[config.mk]
export PLATFORM = sky130hd
export DESIGN_NAME = uart_sample_packer
export DESIGN_NICKNAME = d
export VERILOG_FILES = /design/src/rtl/uart_sample_packer_pkg.sv /design/src/rtl/uart_sample_packer_idle_timer.sv /design/src/rtl/uart_sample_packer.sv
export SDC_FILE = /design/constraint.sdc
export NUM_CORES = 1
export LEC_CHECK = 0
export BUFFER_PORTS_ARGS = -buffer_cell sky130_fd_sc_hd__buf_2
export CORE_MARGIN = 1.5
export CORE_UTILIZATION = 49
export DETAILED_ROUTE_END_ITERATION = 10
export PLACE_DENSITY = 0.81
export SYNTH_ARGS = -nofsm -noshare
export SYNTH_HDL_FRONTEND = slang
export SYNTH_SLANG_ARGS = --single-unit
[constraint.sdc]
create_clock -name clk -period 2.21 [get_ports clk]
set_input_delay 0.3315 -clock clk [delete_from_list [all_inputs] [get_ports clk]]
set_output_delay 0.3315 -clock clk [all_outputs]
set_load 0.01 [all_outputs]
[src/rtl/uart_sample_packer_pkg.sv]
// Shared types and helpers for the UART-to-PCM sample packer.
// Holds the frame-position enum, the byte-lane map and the timeout sizing function.
package uart_sample_packer_pkg;

  typedef enum logic [1:0] {
    B0 = 2'd0,
    B1 = 2'd1,
    B2 = 2'd2,
    B3 = 2'd3
  } state_e;

  // Little-endian L then R: {L_hi, L_lo, R_hi, R_lo} = {B1, B0, B3, B2}
  localparam int LANE_B0_LSB = 16;
  localparam int LANE_B1_LSB = 24;
  localparam int LANE_B2_LSB = 0;
  localparam int LANE_B3_LSB = 8;

  function automatic int lane_lsb(input state_e s);
    case (s)
      B0:      return LANE_B0_LSB;
      B1:      return LANE_B1_LSB;
      B2:      return LANE_B2_LSB;
      default: return LANE_B3_LSB;
    endcase
  endfunction

  function automatic int timeout_cycles(input longint clk_hz, input longint baud,
                                        input longint bytes);
    return int'((bytes * 64'd10 * clk_hz) / baud);
  endfunction

endpackage

[src/rtl/uart_sample_packer_idle_timer.sv]
// Saturating idle counter; pulses expire on the cycle the count reaches TERMINAL.
// Only instantiated when PACKER_RESYNC_TIMEOUT_EN is defined.
module idle_timer #(
  parameter int TERMINAL = 160
) (
  input  logic clk,
  input  logic reset_n,
  input  logic clear,
  input  logic enable,
  output logic expire
);

  localparam int CW = $clog2(TERMINAL + 1);
  localparam logic [CW-1:0] CNT_LAST = CW'(TERMINAL - 1);
  localparam logic [CW-1:0] CNT_MAX  = CW'(TERMINAL);

  logic [CW-1:0] cnt_q, cnt_d;

  always_comb begin
    cnt_d = cnt_q;
    if (clear || !enable) begin
      cnt_d = '0;
    end else if (cnt_q != CNT_MAX) begin
      cnt_d = cnt_q + 1'b1;
    end
  end

  // A clear in the expiry cycle suppresses the pulse so a late byte still wins.
  assign expire = enable && !clear && (cnt_q == CNT_LAST);

  // NOTE: sequential state uses non-blocking assignments only; the comb block above
  // computes the next value with blocking assignments.
  always_ff @(posedge clk or negedge reset_n) begin
    if (!reset_n) cnt_q <= '0;
    else          cnt_q <= cnt_d;
  end

endmodule

[src/rtl/uart_sample_packer.sv]
// Packs UART bytes into 32-bit {L,R} PCM words for the sample FIFO, with flow control.
// Optional macro PACKER_RESYNC_TIMEOUT_EN enables idle-gap frame resynchronisation.
module uart_sample_packer
  import uart_sample_packer_pkg::*;
#(
  parameter int CLK_FREQ      = 12_000_000,
  parameter int BAUDRATE      = 3_000_000,
  parameter int TIMEOUT_BYTES = 4,
  parameter int FIFO_BITS     = 32,
  parameter int CNT_BITS      = 16
) (
  input  logic                 clk,
  input  logic                 reset_n,
  input  logic [7:0]           rx_data,
  input  logic                 received,
  input  logic                 fifo_full,
  input  logic                 fifo_almost_em,
  input  logic                 fifo_almost_fu,
  output logic                 wr_en,
  output logic [FIFO_BITS-1:0] wr_data,
  output logic                 cts,
  output logic                 dsr,
  output logic [CNT_BITS-1:0]  drop_count,
  output logic [CNT_BITS-1:0]  resync_count,
  output logic [1:0]           frame_pos
);

  localparam int TIMEOUT_CYC = timeout_cycles(CLK_FREQ, BAUDRATE, TIMEOUT_BYTES);

  if (FIFO_BITS != 32) begin : g_bad_width
    $error("uart_sample_packer: FIFO_BITS must be 32");
  end
  if (TIMEOUT_CYC < 2) begin : g_bad_timeout
    $error("uart_sample_packer: timeout shorter than 2 cycles");
  end

  state_e                state_q, state_d;
  logic [FIFO_BITS-1:0]  wr_data_q, wr_data_d;
  logic                  commit_q, commit_d;
  logic [CNT_BITS-1:0]   drop_count_q, drop_count_d;
  logic                  cts_q, dsr_q;
  logic                  timeout_expire;

`ifdef PACKER_RESYNC_TIMEOUT_EN
  logic [CNT_BITS-1:0] resync_count_q, resync_count_d;

  idle_timer #(.TERMINAL(TIMEOUT_CYC)) u_idle_timer (
    .clk     (clk),
    .reset_n (reset_n),
    .clear   (received),
    .enable  (state_q != B0),
    .expire  (timeout_expire)
  );

  always_comb begin
    resync_count_d = resync_count_q;
    if (timeout_expire && resync_count_q != '1) resync_count_d = resync_count_q + 1'b1;
  end

  always_ff @(posedge clk or negedge reset_n) begin
    if (!reset_n) resync_count_q <= '0;
    else          resync_count_q <= resync_count_d;
  end

  assign resync_count = resync_count_q;
`else
  assign timeout_expire = 1'b0;
  assign resync_count   = '0;
`endif

  // State register.
  always_ff @(posedge clk or negedge reset_n) begin
    if (!reset_n) state_q <= B0;
    else          state_q <= state_d;
  end

  // Next state: a byte always advances; the timeout only fires without a byte.
  always_comb begin
    state_d = state_q;
    if (received) begin
      case (state_q)
        B0:      state_d = B1;
        B1:      state_d = B2;
        B2:      state_d = B3;
        default: state_d = B0;
      endcase
    end else if (timeout_expire) begin
      state_d = B0;
    end
  end

  // NOTE: every variable gets a default before any branch, so no latch is inferred.
  always_comb begin
    wr_data_d    = wr_data_q;
    commit_d     = 1'b0;
    drop_count_d = drop_count_q;
    if (received) begin
      wr_data_d[lane_lsb(state_q) +: 8] = rx_data;
      commit_d = (state_q == B3);
    end
    if (commit_q && fifo_full && drop_count_q != '1) drop_count_d = drop_count_q + 1'b1;
  end

  always_ff @(posedge clk or negedge reset_n) begin
    if (!reset_n) begin
      wr_data_q    <= '0;
      commit_q     <= 1'b0;
      drop_count_q <= '0;
      cts_q        <= 1'b1;
      dsr_q        <= 1'b1;
    end else begin
      wr_data_q    <= wr_data_d;
      commit_q     <= commit_d;
      drop_count_q <= drop_count_d;
      cts_q        <= ~fifo_almost_em;
      dsr_q        <= ~fifo_almost_fu;
    end
  end

  // Outputs: the write strobe looks at fifo_full in the commit cycle itself.
  always_comb begin
    wr_en      = commit_q && !fifo_full;
    wr_data    = wr_data_q;
    cts        = cts_q;
    dsr        = dsr_q;
    drop_count = drop_count_q;
    frame_pos  = state_q;
  end

endmodule
# Word level (Yosys, flattened, before mapping)

Cells that the tools add are included.

Eq/ne operators: 4
Muxes and demuxes: 5
Reduce and logical (&&, ||, !) cells: 5
Shift operators: 2
$add $sub $neg: 2
Bitwise logic cells: 2

Operators by type and width:

| cell                                                  | count |
|---|---|
| negator 32 -> 33 bit                                  | 1 |
| variable shift 8 x 33 -> 32 bit, first input constant | 1 |
| indexed part select 8 x 33 -> 32 bit                  | 1 |
| bitwise mux 32 bit                                    | 1 |
| 2-to-1 mux 32 bit                                     | 1 |
| adder 16 x 1 -> 16 bit, second input constant         | 1 |
| inequality test 16 bit, second input constant         | 1 |
| case mux 5 bit (3 select lines)                       | 1 |
| case mux 2 bit (3 select lines)                       | 1 |
| equality test 2 bit, second input constant            | 2 |
| logical AND 1 bit                                     | 3 |
| equality test 2 x 1 -> 1 bit, second input constant   | 1 |
| logical NOT 2 bit                                     | 1 |
| NOT 1 bit                                             | 2 |
| logical NOT 1 bit                                     | 1 |
| 2-to-1 mux 1 bit                                      | 1 |

Logic and storage cells: 26
Output and inout port bits: 69
Input port bits: 14
Flip-flop bits (word level): 53

# Depth between registers and ports, before layout

Gate-level depths: netlist of the first run.

Depth after elaboration: 6
Mapped depth: 6
Depth with buffers taken out: 6

# Worst setup path before layout of the first run

OpenSTA, ideal clock, no wires.

Path type: register to register
Start: register state_q[0] (netlist: frame_pos[0])
End: register wr_data_q[16] (netlist: wr_data[16])
Setup time: 0.067 ns
Data required time: 2.143 ns
Path slack: 0.304 ns
Clock period less this slack: 1.906 ns
Arrival time: 1.839 ns
Cell stages (with the launch flop): 6
Path buffers: 0
Path through: dfrtp_1 > inv_1 > ha_1 > or3_1 > nor4_4 > a22o_1

Word-level cells in the longest chain between the ends: 6
Elaborated cells between the ends (all ways): 9
Those cells by class: 1 x add/sub; 2 x eq/ne; 2 x shift; 3 x mux; 1 x reduce/logical

Ends and longest elaborated chain:

| element                                                                                 | RTL line                     | RTL |
|---|---|---|
| from (decl)                                                                             | uart_sample_packer.sv:37     | `state_e state_q, state_d;` |
| from (signal assigned)                                                                  | uart_sample_packer.sv:74     | `else state_q <= state_d;` |
| equality test 2 bit (tied with other cells)                                             | uart_sample_packer_pkg.sv:19 | `case (s)` |
| case mux 5 bit (3 select lines) *                                                       | uart_sample_packer_pkg.sv:19 |  |
| 2-to-1 mux 32 bit *                                                                     | uart_sample_packer.sv:97     | `if (received) begin` |
| negator 32 -> 33 bit *                                                                  | uart_sample_packer.sv:98     | `wr_data_d[lane_lsb(state_q) +: 8] = rx_data;` |
| indexed part select 8 x 33 -> 32 bit or variable shift 8 x 33 -> 32 bit (tied branches) | uart_sample_packer.sv:98     |  |
| bitwise mux 32 bit *                                                                    | uart_sample_packer.sv:98     |  |
| to (signal assigned)                                                                    | uart_sample_packer.sv:112    | `wr_data_q <= wr_data_d;` |
| to (decl)                                                                               | uart_sample_packer.sv:38     | `logic [FIFO_BITS-1:0] wr_data_q, wr_data_d;` |

Mark *: on every way between the ends. The rest lies on a longest branch, timed or not. The select of a mux whose other input is x is not followed.
A chain may end at the register's enable or synchronous reset.

# Worst setup path in the final report of the first run

Start: register state_q[0] (netlist: frame_pos[0])
End: register wr_data_q[17] (netlist: wr_data[17])

The elaborated chain is that of the path after synthesis.

==> run metrics, run 1 <==
Port Buffers 66; maximum vdd drop 780 uV; met3 wire length 235 um; WL per Instance 14.3 um; placed insts 327; antenna-violating nets left 0; Max Clock Skew 7.76 ps; wl on met1 2.24 mm; Max Clock Freq 476 MHz; Syn-to-layout area delta 19.0%; die area 5320 sq um; Hold-fix buffers, CTS 0; clock tree sinks 53; # diodes 0; postcts setup bufs 0; critical path fanouts, max 8; initial antenna violation count 0; Max stage delay cell, worst path nor4_4; predominant post-synthesis flop cell dfrtp_1; fin crit period 2100 ps; Post-DP HPWL 3.53 mm; fraction of layout cells with a size suffix above 1 0.358; DR vias/cell 5.07; synth warn 0; Final Max Slew Viols 0; H-tree lvl count 2; CTS Buf Count 5; wire length on met2 2.27 mm; vias in the first global route 1665; first-pass GRT wire length 7.89 mm; Clock transition at path regs 100 ps; initial core utilization 0.508; Die Wd 72.9 um; final cell count without fillers 335; gate count after technology mapping 194; Yosys reg bits 53; async set-or-reset flop fraction in the synthesized netlist 1.00; Synth area leaders dfrtp_1 53%, a22o_1 8.0%, buf_4 5.0%; most frequent cells after synthesis 51 x dfrtp_1, 22 x a22o_1, 16 x buf_4, 16 x nand2_1; post-route cell area 2850 sq um; cells along the critical path inv_1, ha_1, or3_1, nor4_4, a22o_1; maximum root-to-sink buffer count 2; drt drc 0; Unique masters post-synth 36; total grt overflow 0; setup violators final 0; crit path DAT 2350 ps; RSZ-0062 raised after global routing no; top-count cell post-synth dfrtp_1; Critical Path Max Stage Delay 460 ps; Post-DP Area 2760 sq um; final worst-path cycle share 0.951; crit-path leading delay family simple AND/OR/NAND/NOR gates; Slew @ Worst Pin 645 ps; synthesized area per cell 12.4 sq um; type of the worst min-delay path in2async; drt first pass iters 4; row count 25; WP buf/inv 1; total negative slack 0 ps; Post-synth EDFFs 0; CP required 2450 ps; leakage 1.54 nW; area leader, netlist dfrtp_1; Final Hold Fails 0; largest net degree at the start of global routing 54; Worst setup SP type flip-flop; gpl congestion 0.841; Crit Path Class reg2reg; Cell Area, Synth 2400 sq um; Via Count 1700; chip height 72.9 um; maximum capacitance violations 0; Worst Setup End Kind flip-flop; sequential-to-total area share from yosys stat 0.554; total track usage 0.197; PD cells 1140 nW/um^2; nets 289; status finished, final reports clean; io pins 83; cts repair resizes 0; CTS root buf clkbuf_8; clk_lat worst skew 310 ps; CTS tree done; area share of the leading cell type in the synthesized netlist 0.532; highest metal used met4; core box area 4720 sq um; DRT Wirelength 4.80 mm; headroom to the max-slew limit 0.570; DR iter-0 viols 70
-- stage by stage --
step / power, W / hold WS [ps] / worst slack, ps / utilization
3_3_place_gp: 0.00266 / 441 / 281 / 0.584
2_1_floorplan: 0.00222 / 35.9 / 304 / -
3_5_place_dp: 0.00271 / 445 / 158 / 0.584
5_1_grt: 0.00346 / 108 / 6.38 / 0.604
6_report: 0.00326 / 105 / 107 / 0.604
4_1_cts: 0.00329 / 106 / 141 / 0.604
-- registers in the layout, summed over array words and instances, names as in the netlist --
name,count
frame_pos,2
cts,1
commit_q,1
dsr,1
drop_count,16
wr_data,32
-- cell type report --
type	instances	area, sq um
inverters	5	18.8
fillers	379	1870
well taps	67	83.8
clock inverters	3	25.0
flip-flops and latches	53	1330
clock buffers	5	68.8
repair buffers	68	345
multi-input cells	134	982
-- cells by family after synthesis --
kind of cell,share of synthesized area
other,0.00156
muxes,0.0480
buffers and inverters,0.0595
adders and majority gates,0.0418
xor gates and xnor gates,0.0511
AOI/OAI and AO/OA,0.0924
and+or+nand+nor,0.151
DFF,0.554
-- cells in the final DEF, fill, tap and decap left out, types with 3 or more instances in the layout --
master    instances
inv_1             5
o21ai_0           3
mux2_2            8
nand3_1           4
nand4_1           8
conb_1           16
nor3_1            5
nand2_1          16
nor2_1            9
a22o_1           22
dfrtp_1          51
ha_1              8
xnor2_1           5
buf_2            66
clkbuf_8          5
xor2_1            9
-- where the power goes --
group / total [W] / internal (W) / switching [W]
combinational: 0.00119 / 0.000548 / 0.000637
sequential: 0.00150 / 0.00128 / 0.000220
clock: 0.000570 / 0.000232 / 0.000339
total: 0.00326 / 0.00206 / 0.00120
-- worst reg2reg max path, delay by kind of cell (launching register included) --
kind | cells | cell delay (ps)
simple gates | 2 | 880
compound gates | 1 | 210
fa+ha+maj | 1 | 360
buf+inv | 1 | 140
flops | 1 | 440
-- worst paths after layout --
path,start,to,slack [ps],cells after the start
worst max-delay path,frame_pos[0],wr_data[17],110,5
worst min-delay path,reset_n,drop_count[13],100,2
worst max register to register,frame_pos[0],wr_data[17],110,5
worst min register to register,wr_data[9],wr_data[9],500,2
max in group asynchronous,reset_n,drop_count[3],1650,2
min in group clk,fifo_almost_em,cts,120,2
-- metal layers --
metal / vias to the layer above / global-route usage
met5: - / 0
met4: 0 / 0.0629
met3: 7 / 0.0414
met2: 59 / 0.325
met1: 829 / 0.260
li1: 805 / -
Note: power is estimated with default switching activity, not from simulation.
==> run 2: changes to the inputs <==
--- a/config.mk
+++ b/config.mk
@@ -6,10 +6,12 @@
 export NUM_CORES = 1
 export LEC_CHECK = 0
 export BUFFER_PORTS_ARGS = -buffer_cell sky130_fd_sc_hd__buf_2
+export CAP_MARGIN = 20
 export CORE_MARGIN = 1.5
 export CORE_UTILIZATION = 49
 export DETAILED_ROUTE_END_ITERATION = 10
 export PLACE_DENSITY = 0.81
 export SYNTH_ARGS = -nofsm -noshare
 export SYNTH_HDL_FRONTEND = slang
+export SYNTH_HIERARCHICAL = 1
 export SYNTH_SLANG_ARGS = --single-unit
==> run 2 against run 1 <==
Clock skew rose by 4.6 ps; design area rose by 0.26%; die area did not move; wire length fell by 2.0%; power fell by 0.29%; critical path depth did not move; first-iteration DRC count fell by 24%; synthesized cell count did not move; sequential power barely moved.
==> run metrics, run 2 <==
Final Hold Fails 0 (unchanged); synthesized area per cell 12.4 sq um (unchanged); Hold-fix buffers, CTS 0 (unchanged); clk_lat worst skew 310 ps (about the same); total negative slack 0 ps (unchanged); Yosys reg bits 53 (unchanged); Syn-to-layout area delta 19.3%; fin crit period 2080 ps (-24.3 ps); largest net degree at the start of global routing 54 (unchanged); Sw Pwr 0.00118 W (-0.95%); type of the worst min-delay path in2async; CTS Buf Count 5 (unchanged); Final Max Slew Viols 0 (unchanged); Crit Path Class reg2reg; clock tree sinks 53 (unchanged); r2r worst-path depth 5 (unchanged); Port Buffers 66 (unchanged); maximum root-to-sink buffer count 2 (unchanged); gpl congestion 0.853 (+1.4%); drt drc 0 (unchanged); Cell Area, Synth 2400 sq um (unchanged); Worst Setup End Kind flip-flop; total track usage 0.188 (-0.00818); cts repair resizes 0 (unchanged); initial antenna violation count 0 (unchanged); first-pass GRT wire length 7.64 mm (-3.1%); io pins 83 (unchanged); Worst setup SP type flip-flop; nets 290 (+0.35%); row count 25 (unchanged); DRT Wirelength 4.71 mm (-2.0%); Post-DP HPWL 3.48 mm (-1.5%); Switching Fraction 0.365 (-0.00243); DR vias/cell 5.05 (-0.47%); CTS root buf clkbuf_8; Clock transition at path regs 100 ps (about the same); critical path fanouts, max 8 (unchanged); commonest non-fill, non-tap cell in the layout buf_2; fillers 403 (+6.3%); Final Util 0.606 (+0.00159); status finished, final reports clean; die area 5320 sq um (unchanged); Die Wd 72.9 um (unchanged); RSZ-0062 raised after global routing no; area share of the leading cell type in the synthesized netlist 0.532 (unchanged); leakage 1.54 nW (+0.25%); async set-or-reset flop fraction in the synthesized netlist 1.00 (unchanged); antenna-violating nets left 0 (unchanged); crit path DAT 2320 ps (-30 ps); Slew @ Worst Pin 636 ps (-8.69 ps); sequential-to-total area share from yosys stat 0.554 (unchanged); Max Clock Skew 12.3 ps (+4.58 ps); Clk pwr share 0.173 (-0.002); most frequent cells in the layout 66 x buf_2, 51 x dfrtp_1, 22 x a22o_1, 16 x nand2_1, 16 x conb_1; fraction of layout cells with a size suffix above 1 0.361 (+0.00239); crit path from frame_pos[0]; postcts setup bufs 0 (unchanged); gate count after technology mapping 194 (unchanged); total grt overflow 0 (unchanged); Via Count 1697 (-0.18%); predominant post-synthesis flop cell dfrtp_1; top-count cell post-synth dfrtp_1; PD cells 1140 nW/um^2 (-0.55%); DR iter-0 viols 53 (-24%); core box area 4720 sq um (unchanged); H-tree lvl count 2 (unchanged); initial core utilization 0.508 (unchanged); combinational share of power 0.365 (about the same); setup violators final 0 (unchanged); chip height 72.9 um (unchanged); WL per Instance 14.0 um (-2.3%); synth warn 6 (+6); most frequent cells after synthesis 51 x dfrtp_1, 22 x a22o_1, 16 x buf_4, 16 x nand2_1; maximum capacitance violations 0 (unchanged); vias in the first global route 1571 (-5.6%); Internal Power 0.00206 W (about the same); area leader, netlist dfrtp_1; Post-synth EDFFs 0 (unchanged); CTS tree done; Unique masters post-synth 36 (unchanged); sequential share of power 0.462 (about the same); Synth area leaders dfrtp_1 53%, a22o_1 8.0%, buf_4 5.0%; Largest register FFs 32 (unchanged); headroom to the max-slew limit 0.576 (+0.00579); total power 0.00325 W (-0.29%); final worst-path cycle share 0.940 (-0.0110); maximum vdd drop 607 uV (-22%); R2R Path Start frame_pos[0]; CP required 2450 ps (about the same); Max Clock Freq 481 MHz (+1.2%); drt first pass iters 4 (unchanged); # diodes 0 (unchanged)
## run 2: cell types whose count changed in the layout (fill, tap and decap cells not counted)
cell,previous run,this run
buf_4,2,3
clkinv_4,0,1
inv_6,2,1
## run 2: layer usage
layer | routed length [um] | global-route usage | vias up | part of all wire
li1 | - | - | 806 | -
met1 | 2020 | 0.255 | 821 | 0.43
met5 | 0 | 0 | - | 0
met2 | 2370 | 0.306 | 64 | 0.50
met3 | 269 | 0.0442 | 6 | 0.057
met4 | 47 | 0.0524 | 0 | 0.010
## run 2: kinds of logic (layout without fill, tap and decap cells)
family	after synthesis	in the layout	synth area share
other	1	16	0.00156
buffers and inverters	22	82	0.0595
flip-flops	53	53	0.554
adder cells (fa/ha/maj)	8	8	0.0418
AND/OR/NAND/NOR	59	59	0.151
AO/OA/AOI/OAI	27	27	0.0924
multiplexers	10	10	0.0480
XOR/XNOR	14	14	0.0511
## run 2: final timing paths
path	slack (ps)	to
worst max-delay path	130	wr_data[18]
worst min-delay path	110	drop_count[13]
worst max register to register	130	wr_data[18]
worst min register to register	500	wr_data[9]
max in group asynchronous	1660	frame_pos[1]
min in group clk	120	cts
## run 2: layout make-up
type	instances	area [sq um]	area share
clock buffer	5	68.8	0.0241
clock inverter	3	25.0	0.00875
inverter	5	18.8	0.00656
multi-input combinational	134	982	0.343
sequential	53	1330	0.465
tap	67	83.8	0.0293
timing repair buffer	69	353	0.123
## run 2: power groups by stage
stage	logic [W]	clock network, W	registers (W)
floorplan	0.000576	0	0.00164
global placement	0.00116	0	0.00151
detailed placement	0.00120	0	0.00151
CTS	0.00120	0.000585	0.00150
global route	0.00129	0.000610	0.00154
finish	0.00118	0.000563	0.00150
## run 2: metrics by stage
stage,instance area (sq um),cells,setup WS (ps),hold slack (ps)
5_1_grt,2860,336,20.1,118
3_5_place_dp,2770,328,142,445
4_1_cts,2860,336,142,102
6_report,2860,336,132,114
3_3_place_gp,2770,328,267,440
2_1_floorplan,2450,209,304,35.9
## run 2: worst max-delay path, cell delays in order, from the launching register on
cell	delay [ps]
dfrtp_1	440
inv_1	150
ha_1	360
or3_1	420
nor4_4	450
a22o_1	200
==> run 3: changes to the inputs <==
--- a/config.mk
+++ b/config.mk
@@ -7,7 +7,7 @@
 export LEC_CHECK = 0
 export BUFFER_PORTS_ARGS = -buffer_cell sky130_fd_sc_hd__buf_2
 export CAP_MARGIN = 20
-export CORE_MARGIN = 1.5
+export CORE_MARGIN = 8
 export CORE_UTILIZATION = 49
 export DETAILED_ROUTE_END_ITERATION = 10
 export PLACE_DENSITY = 0.81
==> run 3 against run 2 <==
Sequential cell count unchanged; die area increased by 39%; combinational power about the same; final cell count decreased by 0.30%; wire length increased by 8.5%; core utilization decreased by 0.32 points; worst setup slack improved by 35 ps; clock skew decreased by 5.7 ps; sequential power about the same; count of clock-buffer cells in the layout unchanged; power decreased by 1.0%; critical path type unchanged.
==> run metrics, run 3 (synthesis gave the netlist of run 2 again) <==
Sw Pwr 0.00116 W (-1.8%); CP Depth 5 (unchanged); gpl congestion 0.832 (-2.5%); Clock transition at path regs 90 ps (about the same); clk_lat worst skew 300 ps (about the same); chip height 85.9 um (+18%); postcts setup bufs 0 (unchanged); DRT Wirelength 5.10 mm (+8.5%); initial core utilization 0.508 (unchanged); critical path fanouts, max 8 (unchanged); Slew @ Worst Pin 637 ps (+0.512 ps); core box area 4720 sq um (unchanged); maximum root-to-sink buffer count 2 (unchanged); vias in the first global route 1731 (+10%); Max Clock Freq 489 MHz (+1.7%); dpl ws 175 ps (+32.6 ps); Critical Path Max Stage Delay 450 ps (about the same); status finished, final reports clean; total grt overflow 0 (unchanged); combinational share of power 0.371 (+0.006); crit path DAT 2280 ps (-40 ps); cts repair resizes 0 (unchanged); crit-path leading delay family simple AND/OR/NAND/NOR gates; fraction of layout cells with a size suffix above 1 0.358 (-0.00239); setup violators final 0 (unchanged); fin crit period 2040 ps (-34.8 ps); Hold-fix buffers, CTS 0 (unchanged); CP required 2450 ps (about the same); Final Hold Fails 0 (unchanged); Worst setup SP type flip-flop; antenna-violating nets left 0 (unchanged); drt first pass iters 4 (unchanged); initial antenna violation count 0 (unchanged); Final Max Slew Viols 0 (unchanged); Die Wd 85.9 um (+18%); most frequent cells in the layout 66 x buf_2, 51 x dfrtp_1, 22 x a22o_1, 16 x nand2_1, 16 x conb_1; drt drc 0 (unchanged); CTS Buf Count 5 (unchanged); fillers 400 (-0.74%); type of the worst min-delay path in2async; nets 289 (-0.34%); sequential share of power 0.467 (+0.005); Max stage delay cell, worst path nor4_4; maximum capacitance violations 0 (unchanged); # diodes 0 (unchanged); WP buf/inv 1 (unchanged); final worst-path cycle share 0.925 (-0.0158); Syn-to-layout area delta 18.7%; DR iter-0 viols 52 (-1.9%); DR vias/cell 5.02 (-0.53%); Max Clock Skew 6.65 ps (-5.69 ps); RSZ-0062 raised after global routing no; total negative slack 0 ps (unchanged); clock tree sinks 53 (unchanged); PD cells 1130 nW/um^2 (-0.49%); Post-DP HPWL 3.95 mm (+14%); worst hold margin 127 ps (+12.3 ps); maximum vdd drop 794 uV (+31%); Port Buffers 66 (unchanged); CTS tree done; io pins 83 (unchanged); Largest register FFs 32 (unchanged); cells along the critical path inv_1, ha_1, or3_1, nor4_4, a22o_1; r2r worst-path depth 5 (unchanged); Switching Fraction 0.362 (-0.00291); first-pass GRT wire length 8.37 mm (+9.6%); commonest non-fill, non-tap cell in the layout buf_2; H-tree lvl count 2 (unchanged); WL per Instance 15.2 um (+8.8%); CTS root buf clkbuf_8; Internal Power 0.00205 W (-0.56%); die area 7390 sq um (+39%); Final WS setup 166 ps (+34.8 ps); headroom to the max-slew limit 0.575 (about the same); row count 25 (unchanged); Worst Setup End Kind flip-flop; Via Count 1683 (-0.82%); Crit Path Class reg2reg; total track usage 0.143 (-0.0458); largest net degree at the start of global routing 54 (unchanged); Clk pwr share 0.161 (-0.012); leakage 1.53 nW (-0.41%)
-- run 3: cell type report --
type	instances	area (sq um)	share of cell area
tap	67	83.8	0.0295
timing repair buffer	68	345	0.121
clock inverter	3	17.5	0.00616
clock buffer	5	68.8	0.0242
sequential	53	1330	0.467
multi-input combinational	134	982	0.345
inverter	5	18.8	0.00660
-- run 3: path summary, 6_finish.rpt --
kind / slack, ps / end / start
setup reg to reg: 170 / wr_data[19] / frame_pos[0]
hold reg to reg: 510 / wr_data[28] / wr_data[28]
hold / removal: 130 / drop_count[11] / reset_n
setup / recovery: 170 / wr_data[19] / frame_pos[0]
max in group asynchronous: 1650 / drop_count[7] / reset_n
min in group clk: 130 / cts / fifo_almost_em
-- run 3: worst reg2reg max path, delay by kind of cell (launching register included) --
kind            cells  cell delay (ps)
compound gates      1              200
fa+ha+maj           1              350
buf+inv             1              140
flops               1              420
simple gates        2              870
-- run 3: power groups by stage --
stage                     sequential, W  clock (W)  combinational, W
after CTS                       0.00150   0.000541           0.00121
after floorplan                 0.00164          0          0.000576
final                           0.00150   0.000519           0.00119
after global placement          0.00151          0           0.00118
after global routing            0.00155   0.000570           0.00132
after detailed placement        0.00151          0           0.00122
-- run 3: metal layers --
metal / share of wire / global-route usage
met3: 0.10 / 0.0573
met2: 0.48 / 0.231
met4: 0.0033 / 0.0334
met1: 0.41 / 0.172
met5: 0 / 0
-- run 3: stage by stage --
stage / cells / total power (W) / cell area, sq um / utilization
after floorplan: 209 / 0.00222 / 2450 / -
after global placement: 327 / 0.00269 / 2760 / 0.584
after detailed placement: 327 / 0.00273 / 2760 / 0.584
after CTS: 335 / 0.00326 / 2850 / 0.602
after global routing: 335 / 0.00343 / 2850 / 0.602
final: 335 / 0.00322 / 2850 / 0.602
